==> config.mk <==
export PLATFORM = sky130hd
export DESIGN_NAME = ram_arbiter
export DESIGN_NICKNAME = d
export VERILOG_FILES = /design/src/rtl/ram_arbiter.sv
export SDC_FILE = /design/constraint.sdc
export NUM_CORES = 1
export LEC_CHECK = 0
export BUFFER_PORTS_ARGS = -buffer_cell sky130_fd_sc_hd__buf_2
export CORE_AREA = 2 2 151 153
export CTS_BUF_LIST = sky130_fd_sc_hd__clkbuf_8 sky130_fd_sc_hd__clkbuf_16
export CTS_CLUSTER_DIAMETER = 200
export CTS_CLUSTER_SIZE = 12
export DETAILED_ROUTE_END_ITERATION = 8
export DIE_AREA = 0 0 153 155
export PLACE_DENSITY = 0.55
export SKIP_CTS_REPAIR_TIMING = 1
export SKIP_LAST_GASP = 1
export SYNTH_ARGS = -nofsm -noshare
export SYNTH_HDL_FRONTEND = slang
export SYNTH_SLANG_ARGS = --single-unit
==> constraint.sdc <==
create_clock -name clk -period 2.58 [get_ports clk]
set_input_delay 0.387 -clock clk [delete_from_list [all_inputs] [get_ports clk]]
set_output_delay 0.387 -clock clk [all_outputs]
set_load 0.02 [all_outputs]
==> src/rtl/ram_arbiter.sv <==
// ram_arbiter: serialises fetch (read-only) and LSU (read/write) requests onto a single-ported byte-addressed data RAM
// Ports:
//   clk, rst_n               clock, asynchronous active-low reset
//   if_req_* / if_resp_*     fetch request/response; always a 32-bit zero-extended read (WU)
//   lsu_req_* / lsu_resp_*   LSU request/response; loads and stores of any width code
//   ram_*_o                  RAM address, direction (0 = write), write data, width code
//   ram_rdata_i              RAM registered read data (valid the cycle after a read issue)
//   ram_unalign_i            RAM combinational misalignment flag for the current drive
module ram_arbiter #(
    parameter int DATA_WIDTH   = 64,
    parameter int RAM_SIZE     = 16,
    parameter int STARVE_LIMIT = 4
) (
    input  logic                  clk,
    input  logic                  rst_n,
    input  logic                  if_req_valid,
    output logic                  if_req_ready,
    input  logic [RAM_SIZE-1:0]   if_req_addr,
    output logic                  if_resp_valid,
    input  logic                  if_resp_ready,
    output logic [DATA_WIDTH-1:0] if_resp_data,
    output logic                  if_resp_err,
    input  logic                  lsu_req_valid,
    output logic                  lsu_req_ready,
    input  logic                  lsu_req_we,
    input  logic [2:0]            lsu_req_wid,
    input  logic [RAM_SIZE-1:0]   lsu_req_addr,
    input  logic [DATA_WIDTH-1:0] lsu_req_wdata,
    output logic                  lsu_resp_valid,
    input  logic                  lsu_resp_ready,
    output logic [DATA_WIDTH-1:0] lsu_resp_data,
    output logic                  lsu_resp_err,
    output logic [RAM_SIZE-1:0]   ram_addr_o,
    output logic                  ram_ewr_o,
    output logic [DATA_WIDTH-1:0] ram_wdata_o,
    output logic [2:0]            ram_wid_o,
    input  logic [DATA_WIDTH-1:0] ram_rdata_i,
    input  logic                  ram_unalign_i
);
    localparam int         SW       = $clog2(STARVE_LIMIT + 1);
    localparam logic [2:0] WID_WU   = 3'b110;
    localparam logic [2:0] WID_NONE = 3'b111;

    typedef enum logic [1:0] {IDLE, RD_WAIT, RESP} state_e;

    state_e                state_q, state_d;
    logic                  owner_q, owner_d;  // 1 = fetch owns the current transaction
    logic [DATA_WIDTH-1:0] data_q, data_d;
    logic                  err_q, err_d;
    logic [SW-1:0]         starve_q, starve_d;
    logic                  if_win, lsu_win, rd_ok, wr_ok, rsp;
    logic [2:0]            g_wid;
    logic [RAM_SIZE-1:0]   g_addr;

    // Natural alignment by access size; B/BU and the illegal 111 code never report misalignment here.
    function automatic logic misal(input logic [2:0] wid, input logic [2:0] a);
        return (wid[1:0] == 2'b01 && a[0]) ||
               (wid[1:0] == 2'b10 && a[1:0] != 2'b00) ||
               (wid == 3'b011 && a != 3'b000);
    endfunction

    // Arbitration and issue decode; gated by rst_n so nothing is granted while reset is held.
    always_comb begin
        if_win  = rst_n && state_q == IDLE && if_req_valid &&
                  (!lsu_req_valid || starve_q == SW'(STARVE_LIMIT));
        lsu_win = rst_n && state_q == IDLE && lsu_req_valid && !if_win;
        g_wid   = if_win ? WID_WU : lsu_req_wid;
        g_addr  = if_win ? if_req_addr : lsu_req_addr;
        rd_ok   = (if_win || (lsu_win && !lsu_req_we)) && g_wid != WID_NONE && !misal(g_wid, g_addr[2:0]);
        // Stores only take the sign-extending codes; the RAM suppresses misaligned ones itself.
        wr_ok   = lsu_win && lsu_req_we && !lsu_req_wid[2];
    end

    always_ff @(posedge clk or negedge rst_n) begin
        if (!rst_n) begin
            state_q  <= IDLE;
            owner_q  <= 1'b0;
            data_q   <= '0;
            err_q    <= 1'b0;
            starve_q <= '0;
        end else begin
            state_q  <= state_d;
            owner_q  <= owner_d;
            data_q   <= data_d;
            err_q    <= err_d;
            starve_q <= starve_d;
        end
    end

    always_comb begin
        state_d  = state_q;
        owner_d  = owner_q;
        data_d   = data_q;
        err_d    = err_q;
        starve_d = if_win ? '0 :
                   (if_req_valid && starve_q != SW'(STARVE_LIMIT)) ? starve_q + SW'(1) : starve_q;
        case (state_q)
            IDLE: begin
                if (if_win || lsu_win) begin
                    owner_d = if_win;
                    data_d  = '0;
                    err_d   = rd_ok ? 1'b0 : wr_ok ? ram_unalign_i : 1'b1;
                    state_d = rd_ok ? RD_WAIT : RESP;
                end
            end
            RD_WAIT: begin
                data_d  = ram_rdata_i;
                err_d   = 1'b0;
                state_d = RESP;
            end
            RESP:    state_d = (owner_q ? if_resp_ready : lsu_resp_ready) ? IDLE : RESP;
            default: state_d = IDLE;
        endcase
    end

    always_comb begin
        rsp            = state_q == RESP;
        if_req_ready   = if_win;
        lsu_req_ready  = lsu_win;
        if_resp_valid  = rsp && owner_q;
        lsu_resp_valid = rsp && !owner_q;
        if_resp_data   = if_resp_valid ? data_q : '0;
        lsu_resp_data  = lsu_resp_valid ? data_q : '0;
        if_resp_err    = if_resp_valid && err_q;
        lsu_resp_err   = lsu_resp_valid && err_q;
        ram_ewr_o      = !wr_ok;
        ram_wid_o      = (rd_ok || wr_ok) ? g_wid : WID_NONE;
        ram_addr_o     = (rd_ok || wr_ok) ? g_addr : '0;
        ram_wdata_o    = wr_ok ? lsu_req_wdata : '0;
    end
endmodule

Word-level counts from Yosys, hierarchy flattened:

Index checks and enable logic that the tools add are counted.

* add/sub/neg operators: 1
* equal/unequal tests: 9
* mux-type cells: 20
* reductions and logical operators: 38

Operator list (count)
* $mux 64: 4
* $pmux 64 s2: 1
* $mux 16: 2
* $logic_and 1x1->1: 18
* $mux 3: 4
* $logic_not 1->1: 7
* $logic_or 1x1->1: 6
* $mux 2: 3
* $ne 3x3->1 const B: 2
* $pmux 2 s3: 1
* $reduce_bool 2->1: 3
* $eq 2x1->1 const B: 2
* $eq 2x2->1 const B: 2
* $mux 1: 4
* $reduce_and 2->1: 2
* $add 3x1->3 const B: 1
* $eq 3x2->1 const B: 1
* $eq 3x3->1 const B: 1
* $reduce_bool 3->1: 1
* $logic_not 2->1: 1
* $ne 2x1->1 const B: 1
* $pmux 1 s2: 1

* register bits after elaboration: 71
* input bits: 171
* output and inout bits: 218

Depth between registers and ports, before layout:

* depth in word-level cells: 14
* mapped depth: 8
* gate-level depth less buffers: 7

Least setup slack after synthesis:

Ideal clock, no wire load.

* path kind: reg2out
* from: reg starve_q[0]
* to: out ram_addr_o[10]
* arrival: 1690 ps
* required time: 2193 ps
* path slack: 503 ps
* stages on the path, launching flop included: 9
* path buffers: 1
* cells stage by stage: dfrtp_1 > inv_1 > ha_1 > a21bo_2 > nand3_4 > inv_2 > buf_2 > nand2_1 > a21oi_1

* cells in the longest elaborated chain, start to end: 12

Ends and longest elaborated chain
* start, declared: RTL line 50 `logic [SW-1:0] starve_q, starve_d;`
* start signal, assigned: RTL line 86 `starve_q <= starve_d;`
* $eq 3x3->1 *: RTL line 65 `(!lsu_req_valid || starve_q == SW'(STARVE_LIMIT));`
* $logic_or 1x1->1 *: RTL line 65
* $logic_and 1x1->1 *: RTL line 64 `if_win = rst_n && state_q == IDLE && if_req_valid &&`
* via if_req_ready: RTL line 17 `output logic if_req_ready,`
* $mux 3 or $mux 16 (tied branches): RTL line 67, 68
* $eq 2x1->1 (tied with other cells): RTL line 57 `return (wid[1:0] == 2'b01 && a[0]) ||`
* $logic_and 1x1->1, on equally long branches: RTL line 57, 58
* $logic_or 1x1->1: RTL line 57
* $logic_or 1x1->1: RTL line 58 `(wid[1:0] == 2'b10 && a[1:0] != 2'b00) ||`
* $logic_not 1->1: RTL line 69 `rd_ok = (if_win || (lsu_win && !lsu_req_we)) && g_wid != WID_NONE && !misal(g_wid, g_addr[2:0]);`
* $logic_and 1x1->1: RTL line 69
* $logic_or 1x1->1: RTL line 128 `ram_addr_o = (rd_ok || wr_ok) ? g_addr : '0;`
* $mux 16 *: RTL line 128
* end, declared: RTL line 33 `output logic [RAM_SIZE-1:0] ram_addr_o,`

The timed path passes the listed nets; every way through them passes the cells marked *.

Final worst setup path:

* from: reg state_q[1]
* to: out ram_addr_o[0]

* cells in the longest elaborated chain, start to end: 13

Ends and longest elaborated chain
* start, declared: RTL line 46 `state_e state_q, state_d;`
* start signal, assigned: RTL line 82 `state_q <= state_d;`
* $logic_not 2->1 *: RTL line 64, 66
* $logic_and 1x1->1 *: RTL line 64, 66
* $logic_and 1x1->1 (2 in a row): RTL line 64
* $mux 3 or $mux 16 (tied branches): RTL line 67, 68
* $eq 2x1->1 (tied with other cells): RTL line 57
* $logic_and 1x1->1, on equally long branches: RTL line 57, 58
* $logic_or 1x1->1: RTL line 57
* $logic_or 1x1->1: RTL line 58
* $logic_not 1->1: RTL line 69
* $logic_and 1x1->1: RTL line 69
* $logic_or 1x1->1: RTL line 128
* $mux 16 *: RTL line 128

Mark *: on every way between the ends. The rest lies on a longest branch, timed or not.

==> metrics.log <==
[metrics] ant diodes: 0
[metrics] clock transition at the registers of the reported paths: 0.06 ns
[metrics] share of the synthesized area in the top cell type: 41.0%
[metrics] post-synthesis to final-layout area growth: 60.3%
[metrics] met1 wire length: 7380 µm
[metrics] startpoint of the most critical register-to-register path: state_q[1]
[metrics] worst min-delay path class: input pin to async pin
[metrics] length of routed met3 wiring: 1300 µm
[metrics] Area contributors post-synth: dfrtp_1, and2_1, a22o_1
[metrics] gp weighted congestion: 0.850
[metrics] met2 routed wirelength: 9190 µm
[metrics] routed vias/inst: 4.21
[metrics] highest fanout seen on the critical path: 9
[metrics] total cell area at the placement stage: 0.00659 mm²
[metrics] Post-Syn Area: 0.00433 mm²
[metrics] clock buffer count from CTS: 9
[metrics] clock latency on the worst-skew pair: 0.34 ns
[metrics] number of distinct library cells after synthesis: 38
[metrics] max-capacitance violation count: 0
[metrics] Non-Filler Instances: 1,142
[metrics] Starting Density: 19.5%
[metrics] Least-Margin Pin Slew: 0.752 ns
[metrics] Multi-input gate area: 0.00238 mm²
[metrics] cell count after synthesis: 475
[metrics] number of synthesized register bits: 71
[metrics] kind of end point of the critical path: output port
[metrics] number of placement rows: 55
[metrics] global-route usage over all layers: 14.9%
[metrics] cell taking the most area after synthesis: dfrtp_1
[metrics] r2r endpoint: err_q
[metrics] kind of start point of the critical path: flip-flop
[metrics] leakage power total: 4.12 nW
[metrics] drt first-iter violations: 199
[metrics] Final setup violation count: 0
[metrics] achievable frequency: 406 MHz
[metrics] DP Worst Slack: 0.299 ns
[metrics] overall routed net length: 18,300 µm
[metrics] number of max-slew violations in the final report: 0
[metrics] area of the core: 0.0222 mm²
[metrics] number of buffer cells added on primary ports: 388
[metrics] number of hold-slack violations in the final timing report: 0
[metrics] via count: 4,804
[metrics] detailed placer's ending HPWL: 14,500 µm
[metrics] total number of nets in the final design: 1,025
[metrics] worst supply voltage drop on vdd: 0.000314 V
[metrics] syn nets: 648
[metrics] pin count of the biggest net entering global routing: 66
[metrics] post-layout worst setup margin: 0.119 ns
[metrics] number of antenna violations at the first check in global routing: 0
[metrics] portion of the post-synthesis area used by sequential elements: 41.0%
[metrics] area of the die: 0.0237 mm²
[metrics] Synth Warn #: 0
[metrics] status: complete, no violations
[metrics] setup skew after layout: 0.00824 ns
[metrics] number of sinks driven by the clock tree: 71
[metrics] number of fill cells in the layout: 2,424
[metrics] syn_area_per_cell: 9.12 µm²
[metrics] cell area after layout: 0.00695 mm²
[metrics] register area: 0.00178 mm²
[metrics] minimum clock period: 2.46 ns
[metrics] length of the first detailed-routing pass in iterations: 4
[metrics] power per cell area: 637 mW/mm²
[metrics] residual antenna-violating net count after detailed routing: 0
[metrics] share of cells above drive strength 1: 51.0%
[metrics] top layer in use: met4
[metrics] data arrival time of the critical path: 2.07 ns
[metrics] remaining global-route overflow: 0
[metrics] start-to-end type of the worst setup path: flip-flop to output port
[metrics] number of top-level design ports: 389
[metrics] clock tree buffer depth: 2
[metrics] buffer cell driving the clock tree root: clkbuf_16
[metrics] setup slack, reg-to-reg: 0.81 ns
[metrics] DRC Markers: 0
[metrics] via count of the first global-routing pass: 4,759
[metrics] wire length of the first global-routing pass: 27,600 µm
[metrics] Required @ worst endpoint: 2.19 ns
[metrics] horizontal die dimension: 153 µm
[metrics] H-Tree Depth: 3
[metrics] RSZ-0062 raised after global routing: no
[metrics] dpl cells: 1,122
[metrics] TritonCTS clock tree: built
[metrics] Relative slew margins: 49.8%
[metrics] height of the die: 155 µm
[metrics] Wirelength per Cell: 16.1 µm
[metrics] Worst Reg2Reg Path Length in Cells: 6
[metrics] commonest cells after routing, fill and taps aside: buf_2, and2_1, dfrtp_1
[metrics] share of the clock period used by the worst path: 95.4%
[metrics] leading cell type in the layout, fill and taps excluded: buf_2
## flip-flops by register name, indices dropped and copies added, names as in the netlist
signal    cells
owner_q       1
state_q       2
err_q         1
data_q       64
starve_q      3
## cell families after synthesis
group / after synthesis / synth area share (%)
flip-flops: 71 / 41.0
AO/OA/AOI/OAI: 95 / 17.6
multiplexers: 1 / 0.231
buffers and inverters: 45 / 4.82
adder cells (fa/ha/maj): 2 / 0.577
XOR/XNOR: 1 / 0.202
AND/OR/NAND/NOR: 260 / 35.6
## metal layers
metal / global-route usage, % / vias to the layer above
li1: - / 2343
met5: 0 / -
met2: 26.2 / 237
met3: 3.93 / 24
met1: 17.5 / 2200
met4: 5.16 / 0
## synth_stat cells (all sizes together)
cell type  number
and2          195
dfrtp          71
a22o           64
nand2          39
a21oi          20
buf            20
clkbuf         20
nor2            9
inv             5
nand3           4
and3            2
and3b           2
and4b           2
ha              2
nor3b           2
o21ai           2
or3             2
a211oi          1
a21bo           1
a21o            1
a221oi          1
a22oi           1
a31o            1
and4            1
mux2i           1
nor2b           1
nor3            1
o211ai          1
o22ai           1
o41a            1
xnor2           1
## layout make-up
class                           instances  share of cell area (%)
Inverter                                5                   0.270
Sequential cell                        71                    25.6
Multi-Input combinational cell        359                    34.3
Tap cell                              285                    5.13
Timing Repair Buffer                  406                    30.6
Clock buffer                            9                    3.24
Clock inverter                          7                   0.882
## metrics by stage
stage | total power, mW | setup TNS, ns | utilization [%] | hold WS [ns]
final | 4.42 | 0 | 31.3 | 0.0378
after detailed placement | 3.19 | 0 | 29.7 | 0.410
after global routing | 4.76 | 0 | 31.3 | 0.0480
after global placement | 3.17 | 0 | 29.7 | 0.409
after floorplan | 2.53 | 0 | - | 0.0914
after CTS | 4.46 | -0.987 | 30.9 | 0.0364
## power by group
part	internal, mW	total (mW)	switching, mW
Combinational	0.654	1.64	0.985
Sequential	1.35	1.57	0.219
Clock	0.670	1.22	0.546
## how the worst max path moves through the flow
stage           startpoint              to  slack [ns]
6_report        state_q[1]   ram_addr_o[0]        0.12
5_1_grt         state_q[1]   ram_addr_o[3]       0.008
4_1_cts        starve_q[0]   ram_addr_o[4]       -0.08
3_5_place_dp   starve_q[0]   ram_addr_o[4]        0.30
2_1_floorplan  starve_q[0]  ram_addr_o[10]        0.50
3_3_place_gp   starve_q[0]  ram_addr_o[12]        0.34
## critical path: stages, from the launching register on
cell,delay (ns)
dfrtp_2,0.48
nor3b_4,0.34
and4_4,0.35
a221oi_4,0.06
buf_4,0.17
a21oi_1,0.14
buf_2,0.20
(Power assumes the default switching activity.)
